### src/rtl/fb_arb_pkg.sv
// Shared types, constants and the buffer-base helper for the frame buffer arbiter.
package fb_arb_pkg;

    localparam int unsigned ADDR_W            = 23;
    localparam int unsigned BURST_LEN         = 8;
    localparam int unsigned FRAME_WORDS_DEF   = 384000;
    localparam int unsigned MAX_RD_STREAK_DEF = 4;
    localparam int unsigned BUF0_BASE         = 0;
    localparam int unsigned BUF1_BASE         = 384000;

    // Pointers must be able to hold FRAME_WORDS itself (the "frame finished" value).
    localparam int unsigned PTR_W = $clog2(FRAME_WORDS_DEF + 1);

    typedef enum logic [1:0] {
        IDLE  = 2'd0,
        ISSUE = 2'd1,
        BUSY  = 2'd2
    } arb_state_e;

    // Word base address of the buffer selected by sel.
    function automatic logic [ADDR_W-1:0] base(input logic sel);
        logic [ADDR_W-1:0] base_s;
        if (sel) begin
            base_s = ADDR_W'(BUF1_BASE);
        end else begin
            base_s = ADDR_W'(BUF0_BASE);
        end
        return base_s;
    endfunction

endpackage

### src/rtl/fb_burst_ptr.sv
// Burst-granular word pointer inside one frame; clear beats advance.
module fb_burst_ptr
    import fb_arb_pkg::*;
#(
    parameter int unsigned LIMIT = FRAME_WORDS_DEF
) (
    input  logic             clk,
    input  logic             rst,
    input  logic             clear,
    input  logic             advance,
    output logic [PTR_W-1:0] count,
    output logic             at_end
);

    localparam logic [PTR_W-1:0] STEP    = PTR_W'(BURST_LEN);
    localparam logic [PTR_W-1:0] END_PTR = PTR_W'(LIMIT);

    logic [PTR_W-1:0] count_r;

    // Pointer register: reset/clear to zero, otherwise step one burst per advance.
    always_ff @(posedge clk) begin
        if (rst) begin
            count_r <= '0;
        end else if (clear) begin
            count_r <= '0;
        end else if (advance) begin
            count_r <= count_r + STEP;
        end else begin
            count_r <= count_r;
        end
    end

    assign count  = count_r;
    assign at_end = (count_r >= END_PTR);

endmodule

### src/rtl/frame_buffer_arbiter.sv
// Arbitrates the SDRAM command port between display reads (front buffer)
// and host slide writes (back buffer), with frame-aligned buffer swapping.
module frame_buffer_arbiter
    import fb_arb_pkg::*;
#(
    parameter int unsigned FRAME_WORDS   = FRAME_WORDS_DEF,
    parameter int unsigned MAX_RD_STREAK = MAX_RD_STREAK_DEF
) (
    input  logic              iCLK,
    input  logic              iRST,
    input  logic              iNewFrame,
    input  logic              iRD_REQ,
    output logic              oRD_GNT,
    input  logic              iWR_REQ,
    output logic              oWR_GNT,
    input  logic              iWR_START,
    input  logic              iSWAP_REQ,
    output logic              oSWAP_PENDING,
    output logic              oFRONT_SEL,
    output logic              oWR_OVF,
    output logic              oCMD_VALID,
    output logic              oCMD_WRITE,
    output logic [ADDR_W-1:0] oCMD_ADDR,
    input  logic              iCMD_READY,
    input  logic              iBURST_DONE
);

    localparam int unsigned             STREAK_W   = $clog2(MAX_RD_STREAK + 1);
    localparam logic [STREAK_W-1:0]     STREAK_MAX = STREAK_W'(MAX_RD_STREAK);
    localparam logic [STREAK_W-1:0]     STREAK_ONE = {{(STREAK_W-1){1'b0}}, 1'b1};

    arb_state_e          state_r;
    logic                cmd_valid_r;
    logic                cmd_write_r;
    logic [ADDR_W-1:0]   cmd_addr_r;
    logic                rd_gnt_r;
    logic                wr_gnt_r;
    logic                front_r;
    logic                pend_r;
    logic                ovf_r;
    logic [STREAK_W-1:0] streak_r;

    logic [PTR_W-1:0]    rd_ptr_s;
    logic [PTR_W-1:0]    wr_ptr_s;
    logic                rd_end_s;
    logic                wr_end_s;
    logic                rd_accept_s;
    logic                wr_accept_s;
    logic                pick_rd_s;
    logic                pick_wr_s;
    logic [ADDR_W-1:0]   rd_addr_s;
    logic [ADDR_W-1:0]   wr_addr_s;

    fb_burst_ptr #(.LIMIT(FRAME_WORDS)) u_rd_ptr (
        .clk     (iCLK),
        .rst     (iRST),
        .clear   (iNewFrame),
        .advance (rd_accept_s),
        .count   (rd_ptr_s),
        .at_end  (rd_end_s)
    );

    fb_burst_ptr #(.LIMIT(FRAME_WORDS)) u_wr_ptr (
        .clk     (iCLK),
        .rst     (iRST),
        .clear   (iWR_START),
        .advance (wr_accept_s),
        .count   (wr_ptr_s),
        .at_end  (wr_end_s)
    );

    assign rd_accept_s = (state_r == ISSUE) && iCMD_READY && !cmd_write_r;
    assign wr_accept_s = (state_r == ISSUE) && iCMD_READY &&  cmd_write_r;
    assign rd_addr_s   = base(front_r)  + ADDR_W'(rd_ptr_s);
    assign wr_addr_s   = base(~front_r) + ADDR_W'(wr_ptr_s);

    // Requester selection: reads first, writes when reads are idle/finished or the read streak is exhausted.
    always_comb begin
        pick_wr_s = 1'b0;
        pick_rd_s = 1'b0;
        if (iWR_REQ && !wr_end_s && (!(iRD_REQ && !rd_end_s) || (streak_r == STREAK_MAX))) begin
            pick_wr_s = 1'b1;
        end else if (iRD_REQ && !rd_end_s) begin
            pick_rd_s = 1'b1;
        end else begin
            pick_wr_s = 1'b0;
            pick_rd_s = 1'b0;
        end
    end

    // Command FSM with registered command and grant outputs.
    always_ff @(posedge iCLK) begin
        if (iRST) begin
            state_r     <= IDLE;
            cmd_valid_r <= 1'b0;
            cmd_write_r <= 1'b0;
            cmd_addr_r  <= '0;
            rd_gnt_r    <= 1'b0;
            wr_gnt_r    <= 1'b0;
        end else begin
            rd_gnt_r <= 1'b0;
            wr_gnt_r <= 1'b0;
            case (state_r)
                IDLE: begin
                    if (pick_wr_s) begin
                        state_r     <= ISSUE;
                        cmd_valid_r <= 1'b1;
                        cmd_write_r <= 1'b1;
                        cmd_addr_r  <= wr_addr_s;
                    end else if (pick_rd_s) begin
                        state_r     <= ISSUE;
                        cmd_valid_r <= 1'b1;
                        cmd_write_r <= 1'b0;
                        cmd_addr_r  <= rd_addr_s;
                    end else begin
                        state_r     <= IDLE;
                    end
                end
                ISSUE: begin
                    if (iCMD_READY) begin
                        state_r     <= BUSY;
                        cmd_valid_r <= 1'b0;
                        rd_gnt_r    <= ~cmd_write_r;
                        wr_gnt_r    <= cmd_write_r;
                    end else begin
                        state_r     <= ISSUE;
                    end
                end
                BUSY: begin
                    if (iBURST_DONE) begin
                        state_r <= IDLE;
                    end else begin
                        state_r <= BUSY;
                    end
                end
                default: begin
                    state_r     <= IDLE;
                    cmd_valid_r <= 1'b0;
                end
            endcase
        end
    end

    // Read streak: counts reads that went ahead of a waiting write.
    always_ff @(posedge iCLK) begin
        if (iRST) begin
            streak_r <= '0;
        end else if (!iWR_REQ || wr_accept_s) begin
            streak_r <= '0;
        end else if (rd_accept_s && (streak_r != STREAK_MAX)) begin
            streak_r <= streak_r + STREAK_ONE;
        end else begin
            streak_r <= streak_r;
        end
    end

    // Double-buffer control: a pending swap is applied at the next frame start.
    always_ff @(posedge iCLK) begin
        if (iRST) begin
            front_r <= 1'b0;
            pend_r  <= 1'b0;
        end else if (iNewFrame && pend_r) begin
            front_r <= ~front_r;
            pend_r  <= iSWAP_REQ;
        end else if (iSWAP_REQ) begin
            front_r <= front_r;
            pend_r  <= 1'b1;
        end else begin
            front_r <= front_r;
            pend_r  <= pend_r;
        end
    end

    // Sticky overflow: host asked to write past the end of the back buffer.
    always_ff @(posedge iCLK) begin
        if (iRST) begin
            ovf_r <= 1'b0;
        end else if (iWR_START) begin
            ovf_r <= 1'b0;
        end else if (iWR_REQ && wr_end_s) begin
            ovf_r <= 1'b1;
        end else begin
            ovf_r <= ovf_r;
        end
    end

    assign oCMD_VALID    = cmd_valid_r;
    assign oCMD_WRITE    = cmd_write_r;
    assign oCMD_ADDR     = cmd_addr_r;
    assign oRD_GNT       = rd_gnt_r;
    assign oWR_GNT       = wr_gnt_r;
    assign oFRONT_SEL    = front_r;
    assign oSWAP_PENDING = pend_r;
    assign oWR_OVF       = ovf_r;

endmodule

### config.mk
export PLATFORM = sky130hd
export DESIGN_NAME = frame_buffer_arbiter
export DESIGN_NICKNAME = d
export VERILOG_FILES = /design/src/rtl/fb_arb_pkg.sv /design/src/rtl/fb_burst_ptr.sv /design/src/rtl/frame_buffer_arbiter.sv
export SDC_FILE = /design/constraint.sdc
export NUM_CORES = 1
export LEC_CHECK = 0
export BUFFER_PORTS_ARGS = -buffer_cell sky130_fd_sc_hd__buf_4
export CORE_ASPECT_RATIO = 1.1
export CORE_MARGIN = 10
export CORE_UTILIZATION = 60
export CTS_BUF_LIST = sky130_fd_sc_hd__clkbuf_2
export DETAILED_ROUTE_END_ITERATION = 12
export GPL_TIMING_DRIVEN = 0
export PLACE_DENSITY = 0.89
export SYNTH_ARGS = -nofsm -noshare
export SYNTH_HDL_FRONTEND = slang
export SYNTH_SLANG_ARGS = --single-unit
### constraint.sdc
create_clock -name iCLK -period 2.8 [get_ports iCLK]
set_input_delay 0.28 -clock iCLK [delete_from_list [all_inputs] [get_ports iCLK]]
set_output_delay 0.28 -clock iCLK [all_outputs]
set_load 0.02 [all_outputs]
==> impl_metrics.py <==
metrics = {
    "status": {
        "status": "completed",
    },
    "clock_network": {
        "clock-sinks": 61,
        "cts_tree": "done",
        "numCtsBuffers": 9,
        "worstSkewPairLatency_ps": 490,
        "clkTransAtPathRegs_ps": 160,
        "htree_num_levels": 3,
        "cts_max_path_buffers": 2,
        "post_cts_buffers": 0,
        "ctsRootBufferMaster": "clkbuf_2",
    },
    "setup_path": {
        "cp_num_buf_inv": 1,
        "cpPeakStageDelay_ps": 570,
        "worstSetupPathDepth": 8,
        "critPathRequiredTime_ps": 3210,
        "crit_start": "oFRONT_SEL$_SDFFE_PP0P_",
        "arrival_ps": 2930,
        "worstSetupPathType": "register to register",
        "end_kind": "register",
        "crit_chain": "clkinvlp_4 > ha_1 > a211o_1 > a21oi_1 > o21ai_0 > xor2_1 > mux2i_1 > a211oi_1",
        "r2r_cells": 8,
        "critPathSlowestCell": "dfxtp_2",
        "cpLargestDelayFamily": "compound AO/OA/AOI/OAI gates",
        "cp_max_fo": 11,
        "reg2reg_from": "oFRONT_SEL$_SDFFE_PP0P_",
        "worstSetupStartpointType": "register",
    },
    "timing": {
        "hold_viol": 0,
        "fin_worst_skew_ps": 15.9,
        "setup_viol": 0,
        "fin_crit_ps": 2510,
        "rsz0062_at_grt": "false",
        "max_freq_mhz": 398,
        "tns_ps": 0,
        "fin_crit_sh": 0.898,
        "tightest_slew_ps": 543,
        "report.final.slew_viol_count": 0,
        "slew_headroom": 0.638,
    },
    "power_and_ir_drop": {
        "totalPowerFinal_mw": 1.63,
        "power.density_mw_per_mm2": 424,
        "p_leak_nw": 1.60,
        "ir_drop_v": 0.000228,
    },
    "detailed_routing": {
        "totalWireLength_mm": 8.07,
        "firstDrtPassIters": 4,
        "drc": 0,
        "drt-wirelength-per-cell_um": 15.2,
        "via_per_inst": 5.72,
        "drt_iter0_drc": 202,
        "num_vias": 3032,
        "drt.antenna.violating_nets": 0,
    },
    "logic_synthesis": {
        "async_reset_ff_frac": 0,
        "syn_inst": 404,
        "ys_warn_count": 0,
        "synth_commonest_cells": "dfxtp_1, nor2_1, nand2_1",
        "synthTopCellsByArea": "dfxtp_1, ha_1, nor2_1, xor2_1, nand2_1",
        "synth_most_common_cell": "dfxtp_1",
        "yosys.area.top_type": "dfxtp_1",
        "synth_edf_count": 0,
        "seq_area_frac_synth": 0.359,
        "ys_ff_latch": 61,
        "synth_cell_type_count": 55,
        "syn_area_per_cell_sq_um": 8.43,
        "syn_area_sq_mm": 0.00341,
        "yosysTopAreaCellShare": 0.359,
        "synth_ff_type": "dfxtp_1",
    },
    "die": {
        "ios": 39,
        "dieArea_sq_mm": 0.00909,
        "die_w_um": 91.8,
        "die_h_um": 99.0,
        "initial_utilization": 0.627,
        "core_sq_mm": 0.00543,
        "num_rows": 28,
    },
    "place": {
        "dp.cells": 515,
        "portBuffers": 31,
        "hpwl_mm": 6.19,
        "gp_congestion": 0.894,
    },
    "global_route": {
        "grt_pass1_wl_mm": 13.5,
        "antenna_found_initial": 0,
        "grt-ovfl-total": 0,
        "grt_max_degree": 12,
        "grt_pass1_vias": 2931,
        "grtUsageTotal": 0.178,
    },
    "cells_and_area": {
        "insertedDiodeCount": 0,
        "utilization": 0.706,
        "drive_gt1_frac": 0.163,
        "final_cells": 530,
        "synthToLayoutAreaGrowth_pct": 12.6,
        "nets": 483,
    },
    "worst_hold_path": {
        "holdCritStartpoint": "iWR_REQ",
        "worstHoldPathCells": 3,
        "hold_path.class": "input pin to register",
    },
    "flow_run": {
        "maxCapViolCount": 0,
    },
}
-- placed cells by master (no fill, tap or decap), types with 11 or more instances in the layout --
| cell | count |
|---|---|
| xor2_1 | 23 |
| xnor2_1 | 16 |
| nor3_1 | 11 |
| a21oi_1 | 25 |
| buf_4 | 39 |
| nand3_1 | 11 |
| o21ai_0 | 11 |
| nand2_1 | 44 |
| inv_1 | 15 |
| ha_1 | 20 |
| dfxtp_1 | 60 |
| nor2_1 | 56 |
-- flip-flops by register name (all words and copies together), names as in the netlist --
register / cells
oCMD_ADDR: 17
oCMD_VALID: 1
oCMD_WRITE: 1
oFRONT_SEL: 1
oRD_GNT: 1
oSWAP_PENDING: 1
oWR_GNT: 1
oWR_OVF: 1
state_r: 2
streak_r: 3
u_rd_ptr.count: 16
u_wr_ptr.count: 16
-- worst register-to-register path: stages, from the launching register on --
cell and delay, ps:
dfxtp_2 570, clkinvlp_4 300, ha_1 370, a211o_1 300, a21oi_1 260, o21ai_0 150
xor2_1 170, mux2i_1 90, a211oi_1 230
-- kinds of logic (layout without fill, tap and decap cells) --
family,after synthesis,in the layout,share of synthesized area
fa+ha+maj,22,22,0.0852
xor+xnor,39,39,0.100
simple gates,163,163,0.241
mux,3,3,0.00882
flops,61,61,0.359
compound gates,75,75,0.147
other cells,1,6,0.00110
buf+inv,40,86,0.0573
-- where the power goes --
group	switching, mW	internal (mW)
Sequential	0.0302	0.902
Clock	0.310	0.103
Combinational	0.170	0.112
-- layout make-up --
cell class,count,area [sq um]
multi-input cells,308,2010
fillers,446,1600
flip-flops and latches,61,1220
repair buffers,32,243
plain buffers,23,131
well taps,75,93.8
inverters,17,67.6
clock buffers,10,50.0
clock inverters,4,17.5
-- path summary, 6_finish.rpt --
kind / endpoint / slack, ps
max: oCMD_ADDR[17]$_SDFFE_PP0P_ / 290
min: oWR_OVF$_SDFFE_PP0P_ / 60
max reg2reg: oCMD_ADDR[17]$_SDFFE_PP0P_ / 290
min reg2reg: oCMD_VALID$_SDFFE_PP0P_ / 470
-- metrics by stage --
step                instance area (sq um)  hold slack (ps)  setup slack [ps]
floorplan                            3420              397               411
global placement                     3750              448               241
detailed placement                   3750              451               151
CTS                                  3830             51.2               121
global route                         3830             70.3              5.85
finish                               3830             62.8               287
-- per-layer routing --
layer | track usage | wire length, um
met1 | 0.211 | 3530
met5 | 0 | 0
met4 | 0.102 | 182
met3 | 0.0402 | 496
met2 | 0.290 | 3860
-- repair_timing --
item | in CTS | in global routing
hold buffers | 1 | 0
endpoints found under the setup margin | 0 | 5
hold endpoints to repair | 1 | 0
gates resized for setup | 0 | 2
(Power assumes the default switching activity.)
